==> src/rtl/ts_frame_uart_tx_pkg.sv <==
// rtl/ts_frame_uart_tx_pkg.sv - shared state encodings, parity modes and header constant
package ts_frame_uart_tx_pkg;

  typedef enum logic [2:0] {
    BIT_IDLE,
    BIT_START,
    BIT_DATA,
    BIT_PAR,
    BIT_STOP
  } bit_state_t;

  typedef enum logic {
    FR_IDLE,
    FR_SEND
  } frame_state_t;

  localparam int PAR_NONE = 0;
  localparam int PAR_EVEN = 1;
  localparam int PAR_ODD  = 2;

  localparam logic [7:0] HDR_DEFAULT = 8'hA5;

  function automatic logic parity_of(input int mode, input logic [7:0] d);
    return (mode == PAR_ODD) ? ~^d : ^d;
  endfunction

endpackage

==> src/rtl/ts_frame_uart_tx_byte.sv <==
// rtl/ts_frame_uart_tx_byte.sv - baud divider and bit shifter for one UART character
module ts_frame_uart_tx_byte
  import ts_frame_uart_tx_pkg::*;
#(
  parameter int DIV    = 10,
  parameter int PARITY = 0,
  parameter int STOP_B = 1
) (
  input  logic       clk,
  input  logic       rst,
  input  logic       ld,
  input  logic [7:0] data,
  output logic       busy,
  output logic       tx,
  output logic       tick,
  output logic       done
);

  localparam int CW = (DIV > 1) ? $clog2(DIV) : 1;
  localparam logic [CW-1:0] CNT_MAX = CW'(DIV - 1);

  bit_state_t    state;
  logic [CW-1:0] cnt;
  logic [7:0]    sh;
  logic [2:0]    bit_cnt;
  logic          stop_cnt;
  logic          par_q;

  assign tick = busy && (cnt == CNT_MAX);
  assign done = tick && (state == BIT_STOP) && (stop_cnt == 1'(STOP_B - 1));

  // A load on the same edge as done chains the next character with no idle gap.
  always_ff @(posedge clk or posedge rst) begin
    if (rst) begin
      state    <= BIT_IDLE;
      cnt      <= '0;
      sh       <= '0;
      bit_cnt  <= '0;
      stop_cnt <= 1'b0;
      par_q    <= 1'b0;
      busy     <= 1'b0;
      tx       <= 1'b1;
    end else if (ld) begin
      state    <= BIT_START;
      cnt      <= '0;
      sh       <= data;
      bit_cnt  <= '0;
      stop_cnt <= 1'b0;
      par_q    <= parity_of(PARITY, data);
      busy     <= 1'b1;
      tx       <= 1'b0;
    end else if (busy) begin
      cnt <= tick ? '0 : cnt + 1'b1;
      if (tick) begin
        case (state)
          BIT_START: begin
            state <= BIT_DATA;
            tx    <= sh[0];
            sh    <= sh >> 1;
          end
          BIT_DATA: begin
            if (bit_cnt == 3'd7) begin
              if (PARITY != PAR_NONE) begin
                state <= BIT_PAR;
                tx    <= par_q;
              end else begin
                state <= BIT_STOP;
                tx    <= 1'b1;
              end
            end else begin
              bit_cnt <= bit_cnt + 3'd1;
              tx      <= sh[0];
              sh      <= sh >> 1;
            end
          end
          BIT_PAR: begin
            state <= BIT_STOP;
            tx    <= 1'b1;
          end
          BIT_STOP: begin
            if (stop_cnt == 1'(STOP_B - 1)) begin
              state <= BIT_IDLE;
              busy  <= 1'b0;
            end else begin
              stop_cnt <= 1'b1;
            end
            tx <= 1'b1;
          end
          default: state <= BIT_IDLE;
        endcase
      end
    end
  end

endmodule

==> src/rtl/ts_frame_uart_tx.sv <==
// rtl/ts_frame_uart_tx.sv - framed time-stamp sender: header, channel, stamp bytes, XOR checksum
module ts_frame_uart_tx
  import ts_frame_uart_tx_pkg::*;
#(
  parameter int         CLK_HZ = 10_000_000,
  parameter int         BAUD   = 115_200,
  parameter int         TS_W   = 8,
  parameter int         PARITY = 0,
  parameter int         STOP_B = 1,
  parameter logic [7:0] HDR    = HDR_DEFAULT
) (
  input  logic            clk_10M,
  input  logic            rst,
  input  logic            start,
  input  logic [TS_W-1:0] ts_in,
  input  logic [7:0]      ch_id,
  output logic            tx_serial,
  output logic            busy,
  output logic            baud_tick,
  output logic [3:0]      byte_idx,
  output logic            frame_done,
  output logic            overrun
);

  localparam int         DIV      = CLK_HZ / BAUD;
  localparam int         NB       = (TS_W + 7) / 8;
  localparam logic [3:0] LAST_IDX = 4'(NB + 2);

  frame_state_t    state;
  logic [NB*8-1:0] ts_q;
  logic [7:0]      ch_q;
  logic [7:0]      csum_q;
  logic [NB*8-1:0] ts_pad;
  logic [7:0]      csum_in;
  logic [3:0]      nxt_idx;
  logic [7:0]      nxt_byte;
  logic            accept;
  logic            ld;
  logic [7:0]      ld_byte;
  logic            line_busy;
  logic            byte_done;

  always_comb begin
    ts_pad  = (NB*8)'(ts_in);
    csum_in = ch_id;
    for (int i = 0; i < NB; i++) begin
      csum_in = csum_in ^ ts_pad[8*i +: 8];
    end
  end

  always_comb begin
    nxt_idx  = byte_idx + 4'd1;
    nxt_byte = csum_q;
    if (nxt_idx == 4'd1) begin
      nxt_byte = ch_q;
    end
    for (int i = 0; i < NB; i++) begin
      if (nxt_idx == 4'(i + 2)) begin
        nxt_byte = ts_q[8*i +: 8];
      end
    end
  end

  // The frame_done cycle still counts as occupied, so a request landing there is an overrun.
  assign accept  = start && !busy && !frame_done;
  assign ld      = accept || (byte_done && line_busy && (byte_idx != LAST_IDX));
  assign ld_byte = accept ? HDR : nxt_byte;

  ts_frame_uart_tx_byte #(
    .DIV    (DIV),
    .PARITY (PARITY),
    .STOP_B (STOP_B)
  ) u_byte (
    .clk  (clk_10M),
    .rst  (rst),
    .ld   (ld),
    .data (ld_byte),
    .busy (line_busy),
    .tx   (tx_serial),
    .tick (baud_tick),
    .done (byte_done)
  );

  always_ff @(posedge clk_10M or posedge rst) begin
    if (rst) begin
      state      <= FR_IDLE;
      ts_q       <= '0;
      ch_q       <= '0;
      csum_q     <= '0;
      busy       <= 1'b0;
      byte_idx   <= '0;
      frame_done <= 1'b0;
      overrun    <= 1'b0;
    end else begin
      overrun    <= start && (busy || frame_done);
      frame_done <= 1'b0;
      case (state)
        FR_IDLE: begin
          if (accept) begin
            ts_q     <= ts_pad;
            ch_q     <= ch_id;
            csum_q   <= csum_in;
            busy     <= 1'b1;
            byte_idx <= '0;
            state    <= FR_SEND;
          end
        end
        FR_SEND: begin
          if (byte_done && line_busy) begin
            if (byte_idx == LAST_IDX) begin
              busy       <= 1'b0;
              frame_done <= 1'b1;
              byte_idx   <= '0;
              state      <= FR_IDLE;
            end else begin
              byte_idx <= nxt_idx;
            end
          end
        end
        default: state <= FR_IDLE;
      endcase
    end
  end

endmodule

==> config.mk <==
export PLATFORM = sky130hd
export DESIGN_NAME = ts_frame_uart_tx
export DESIGN_NICKNAME = d
export VERILOG_FILES = /design/src/rtl/ts_frame_uart_tx_pkg.sv /design/src/rtl/ts_frame_uart_tx_byte.sv /design/src/rtl/ts_frame_uart_tx.sv
export SDC_FILE = /design/constraint.sdc
export NUM_CORES = 1
export LEC_CHECK = 0
export CAP_MARGIN = 40
export CORE_MARGIN = 5
export CORE_UTILIZATION = 38
export DETAILED_ROUTE_END_ITERATION = 8
export SYNTH_ARGS = -nofsm -noshare
export SYNTH_HDL_FRONTEND = slang
export SYNTH_HIERARCHICAL = 1
export SYNTH_SLANG_ARGS = --single-unit
==> constraint.sdc <==
create_clock -name clk_10M -period 3.9 [get_ports clk_10M]
set_input_delay 0.39 -clock clk_10M [delete_from_list [all_inputs] [get_ports clk_10M]]
set_output_delay 0.39 -clock clk_10M [all_outputs]
set_load 0.02 [all_outputs]
# --- Word level (Yosys, flattened, before mapping) ---
# Cells that the tools add are included.
totals:
  regBits: 56
  input_bits: 19
classes:
  addsub: 3
  eq_ne: 17
  muxes: 51
  bitwise: 3
  reduce_logical: 27
op_table:
  columns: ["op", "count"]
  rows:
  - ["2-to-1 mux 8 bit", 7]
  - ["2-to-1 mux 3 bit", 10]
  - ["2-to-1 mux 1 bit", 22]
  - ["2-to-1 mux 7 bit", 3]
  - ["one-hot mux 8 bit (2 select lines)", 1]
  - ["2-to-1 mux 4 bit", 3]
  - ["one-hot mux 3 bit (4 select lines)", 1]
  - ["AND reduction 4 bit", 3]
  - ["AND reduction 3 bit", 3]
  - ["equality test 4 x 2 -> 1 bit, second input constant", 2]
  - ["logical AND 1 bit", 8]
  - ["one-hot mux 4 bit (2 select lines)", 1]
  - ["nonzero test 2 bit", 4]
  - ["XOR 8 bit", 1]
  - ["adder 7 x 1 -> 7 bit, second input constant", 1]
  - ["equality test 7 bit, second input constant", 1]
  - ["equality test 3 x 2 -> 1 bit, second input constant", 2]
  - ["equality test 3 bit, second input constant", 2]
  - ["inequality test 3 bit, second input constant", 2]
  - ["adder 4 x 1 -> 4 bit, second input constant", 1]
  - ["equality test 4 x 1 -> 1 bit, second input constant", 1]
  - ["inequality test 2 x 1 -> 1 bit, second input constant", 2]
  - ["inequality test 2 bit, second input constant", 2]
  - ["inequality test 4 x 2 -> 1 bit, second input constant", 1]
  - ["12 further kinds", 17]

# --- Logic depth before layout (Yosys ltp) ---
depth:
  depth_word: 9
  mapped_depth: 13

# --- By module ---
# Netlist, hierarchy kept.
modules_own_cells:
  columns: ["module", "instances", "cells_each", "area_per_inst_um2", "seq_area_each_um2"]
  rows:
  - ["ts_frame_uart_tx", 1, 163, 1692.9, 800.8]
  - ["ts_frame_uart_tx_byte", 1, 130, 1236.2, 576.8]

# --- Worst setup path after synthesis ---
# No wires, ideal clock.
synth_path:
  path_kind: "register to register"
  from: "register u_byte.cnt[1]"
  to: "register u_byte.sh[1]"
  setup_time_ps: 126
  arrival_ps: 2303
  t_required_ps: 3774
  setup_slack_ps: 1471
  stages_incl_launch_ff: 13
  path_buffers: 0
  period_less_slack_ps: 2429
  path_cell_list: "dfrtp_1 > inv_1 > ha_1 > and4b_4 > nand3_4 > inv_2 > and3_1 > nand2_1 > o21ai_0 > nand2b_1 > a21o_1 > nand2_1 > a221o_1"
synth_between:
  elab_chain_len: 9
  elab_cells_between_ends: 13
synth_lines:
  columns: ["element", "line_no", "source"]
  rows:
  - ["from (decl)", "ts_frame_uart_tx_byte.sv:23", "logic [CW-1:0] cnt;"]
  - ["from (signal assigned)", "ts_frame_uart_tx_byte.sv:53", "cnt <= tick ? '0 : cnt + 1'b1;"]
  - ["equality test 7 bit (*)", "ts_frame_uart_tx_byte.sv:29", "assign tick = busy && (cnt == CNT_MAX);"]
  - ["logical AND 1 bit (*)", "ts_frame_uart_tx_byte.sv:29", null]
  - ["net baud_tick", "ts_frame_uart_tx.sv:19", "output logic baud_tick,"]
  - ["logical AND 1 bit (*) (2 in a row)", "ts_frame_uart_tx_byte.sv:30", "assign done = tick && (state == BIT_STOP) && (stop_cnt == 1'(STOP_B - 1));"]
  - ["net byte_done", "ts_frame_uart_tx.sv:41", "logic byte_done;"]
  - ["logical AND 1 bit (*) (2 in a row)", "ts_frame_uart_tx.sv:66", "assign ld = accept || (byte_done && line_busy && (byte_idx != LAST_IDX));"]
  - ["logical OR 1 bit (*)", "ts_frame_uart_tx.sv:66", null]
  - ["net ld", "ts_frame_uart_tx.sv:38", "logic ld;"]
  - ["inequality test 3 bit (no source line), or another cell as far along", null, null]
  - ["AND reduction 4 bit (no source line)", null, null]
  - ["to (signal assigned)", "ts_frame_uart_tx_byte.sv:46", "sh <= data;"]
  - ["to (signal assigned)", "ts_frame_uart_tx_byte.sv:59", "sh <= sh >> 1;"]
  - ["to (signal assigned)", "ts_frame_uart_tx_byte.sv:73", "sh <= sh >> 1;"]
  - ["to (decl)", "ts_frame_uart_tx_byte.sv:24", "logic [7:0] sh;"]
# Mark *: on every way through the listed nets, which the timed path passes. The rest lies on a longest branch.
# A chain may end at the register's enable or synchronous reset.

# --- Worst setup path after layout ---
layout_path:
  from: "register u_byte.cnt[1]"
  to: "register u_byte.sh[1]"
layout_between:
  elab_chain_len: 9
  elab_cells_between_ends: 13
layout_lines:
  columns: ["element", "line_no"]
  rows:
  - ["equality test 7 bit (*)", "ts_frame_uart_tx_byte.sv:29"]
  - ["logical AND 1 bit (*)", "ts_frame_uart_tx_byte.sv:29"]
  - ["logical AND 1 bit (*) (2 in a row)", "ts_frame_uart_tx_byte.sv:30"]
  - ["net byte_done", "ts_frame_uart_tx.sv:41"]
  - ["logical AND 1 bit (*) (2 in a row)", "ts_frame_uart_tx.sv:66"]
  - ["logical OR 1 bit (*)", "ts_frame_uart_tx.sv:66"]
  - ["net ld", "ts_frame_uart_tx.sv:38"]
  - ["inequality test 3 bit (no source line), or another cell as far along", null]
  - ["AND reduction 4 bit (no source line)", null]
# Marks and branches as above.

==> results.yml <==
sta:
  rsz0062_at_grt: "false"
  finalCriticalPeriod_ns: 2.69
  period_share_pct: 68.9
  setup_ws_ns: 1.21
  tns_ns: 0
  drv_slew: 0
  hold_viol_final: 0
  slew_headroom_pct: 58.6
  tightest_slew_ns: 0.619
  fmax_ghz: 0.372
  skew_ns: 0.00814
  setup_violations: 0
cells_and_area:
  area_growth_pct: 16.1
  nFillCells: 739
  regArea_um2: 1380
  layout-drive-gt1-share_pct: 10.3
  antenna_cells: 0
  final_nets: 346
  multiInputGateArea_um2: 1420
placement:
  io_buffers: 27
  dp_hpwl_um: 4250
  gp_congestion: 0.794
  dp_slack_ns: 1.25
synth:
  synth.distinct_cells: 52
  synth_top_area_share_pct: 46.1
  synth_most_common_cell: "dfrtp_1"
  yosysSeqAreaShare_pct: 47.0
  syn_area_per_cell_um2: 10.0
  synth_nets: 319
  synth-async-reset-ratio_pct: 100
  syn-cell-area_um2: 2930
  synth_edf_count: 0
  synth_largest_area_cell: "dfrtp_1"
  synth_area_leaders: "dfrtp_1 (46%), mux2_1 (4.6%), nor2_1 (3.8%), nand2_1 (3.6%), ha_1 (3.0%)"
  ys.flop_type: "dfrtp_1"
  yosys_warnings: 6
  synth_cells: 293
  synthTopCellsByCount: "dfrtp_1 (54), nor2_1 (30), nand2_1 (28)"
  synth_seq_cells: 55
flow_run:
  maxCapViolations: 0
clocking:
  numCtsBuffers: 5
  post_cts_buffers: 0
  clkSlewWorstSetupHoldPaths_ns: 0.10
  cts_tree: "built"
  clk_latency_ns: 0.31
  cts.sinks: 55
  cts-root-buf: "clkbuf_8"
  clockBufferDepth: 2
  holdBufCountCts: 0
  h-tree-depth: 2
  cts_resized: 0
drt:
  wl_um: 5750
  route.antenna.remaining_nets: 0
  wl_per_cell_um: 13.6
  dr.first_iter.drc_count: 128
  vias: 2205
  viasPerCell: 5.21
  drc_errors: 0
  dr.pass1.iters: 4
floorplan:
  rows: 32
  dieArea_um2: 9560
  die_h_um: 97.8
  dieWidth_um: 97.8
  initial_core_util_pct: 38.5
  coreArea_um2: 7610
  io_pins: 28
power:
  p_leak_uw: 0.00149
  p_per_area_nw_per_um2: 348
  ir_drop_mv: 0.208
global_routing:
  grtUsageTotal_pct: 13.1
  grt_pass1_wl_um: 10500
  grt_max_degree: 36
  grt_antenna_before_repair: 0
  grt_pass1_vias: 2232
  grt_remaining_overflow: 0
worst_hold_path:
  hold_class: "in -> async"
setup_path:
  arrival_ns: 2.88
  worst_r2r_path_depth: 12
  end_kind: "flip-flop"
  start_kind: "flip-flop"
  required_ns: 4.10
  crit_fanout: 9
  critPathKind: "reg -> reg"
outcome:
  status: "finished, final reports clean"
==> critical path, stage by stage, from the launching register on <==
cell and delay (ns):
dfrtp_1 0.43, inv_1 0.07, ha_1 0.13, and4b_4 0.28, nand3_4 0.12, inv_2 0.16
and3_1 0.21, nand2_1 0.08, o21ai_1 0.29, nand2b_1 0.17, a21o_1 0.26, nand2_1 0.08
a221o_1 0.30
==> state kept, by name, indices dropped and copies added (netlist names) <==
name and flops:
csum_q 8, u_byte/tx 1, u_byte/bit_cnt 3, ch_q 8, state 1, busy 1
frame_done 1, ts_q 8, u_byte/busy 1, u_byte/sh 8, u_byte/state 3, overrun 1
u_byte/cnt 7, byte_idx 4
==> stage by stage <==
stage	instances	power [uW]	instance area [um2]	utilization (%)	hold slack (ns)
finish	423	1180	3400	44.7	0.239
global route	423	1250	3400	44.7	0.242
CTS	423	1200	3400	44.7	0.236
detailed placement	415	802	3280	43.2	0.475
global placement	414	795	3260	42.8	0.473
floorplan	293	748	2930	-	0.391
==> report_power, final <==
part           switching, uW  internal, uW
Combinational           68.2          72.9
Clock                    197           195
Sequential              36.1           612
Total                    301           880
==> layer usage <==
layer  vias to the layer above  share of wire [%]  GRT usage, %
met5                         -                  0             0
met4                         0               0.97          3.30
met3                         7                2.3          2.50
li1                       1084                  -             -
met1                      1090                 49          18.0
met2                        24                 48          21.3
==> final timing paths <==
check,start,end,slack [ns]
min in group clk_10M,ch_q[2],ch_q[2],0.50
worst min register to register,ch_q[2],ch_q[2],0.50
worst min-delay path,rst,overrun,0.24
worst max-delay path,u_byte/cnt[1],u_byte/sh[1],1.21
max in group asynchronous,rst,u_byte/bit_cnt[1],3.08
worst max register to register,u_byte/cnt[1],u_byte/sh[1],1.21
==> area by class of cell <==
class | count | area share [%]
Clock buffer | 5 | 2.02
Tap cell | 102 | 3.75
Clock inverter | 3 | 1.40
Sequential cell | 55 | 40.5
Multi-Input combinational cell | 217 | 41.9
Inverter | 11 | 1.21
Timing Repair Buffer | 30 | 9.20
==> kinds of logic after synthesis <==
logic type               Yosys count  share of synthesized area [%]
AO/OA/AOI/OAI                     62                           13.5
adder cells (fa/ha/maj)            7                           2.99
buffers and inverters             21                           4.36
multiplexers                      17                           6.54
XOR/XNOR                          13                           3.89
flip-flops                        55                           47.0
AND/OR/NAND/NOR                  118                           21.7
==> cell usage in the layout (no fill, tap or decap), types with 2 or more instances in the layout <==
cell type,synthesis,routed
dfrtp_1,54,54
nor2_1,30,30
nand2_1,28,28
clkdlybuf4s50_1,0,27
a21oi_1,17,17
o21ai_0,17,16
nand3_1,14,14
mux2_1,12,12
nor3_1,11,11
inv_1,10,10
xnor2_1,8,8
ha_1,7,7
nor3b_1,5,5
nor2b_1,5,5
o31ai_1,5,5
mux2_2,5,5
xor2_1,5,5
clkbuf_8,1,5
a31oi_1,5,5
a21oi_2,3,3
a21o_1,3,3
a41oi_1,3,3
a211oi_1,3,3
or3_1,3,3
nand4_1,3,3
and2_1,2,2
nor3_2,2,2
buf_4,2,2
and3_1,2,2
(Power assumes the default switching activity.)
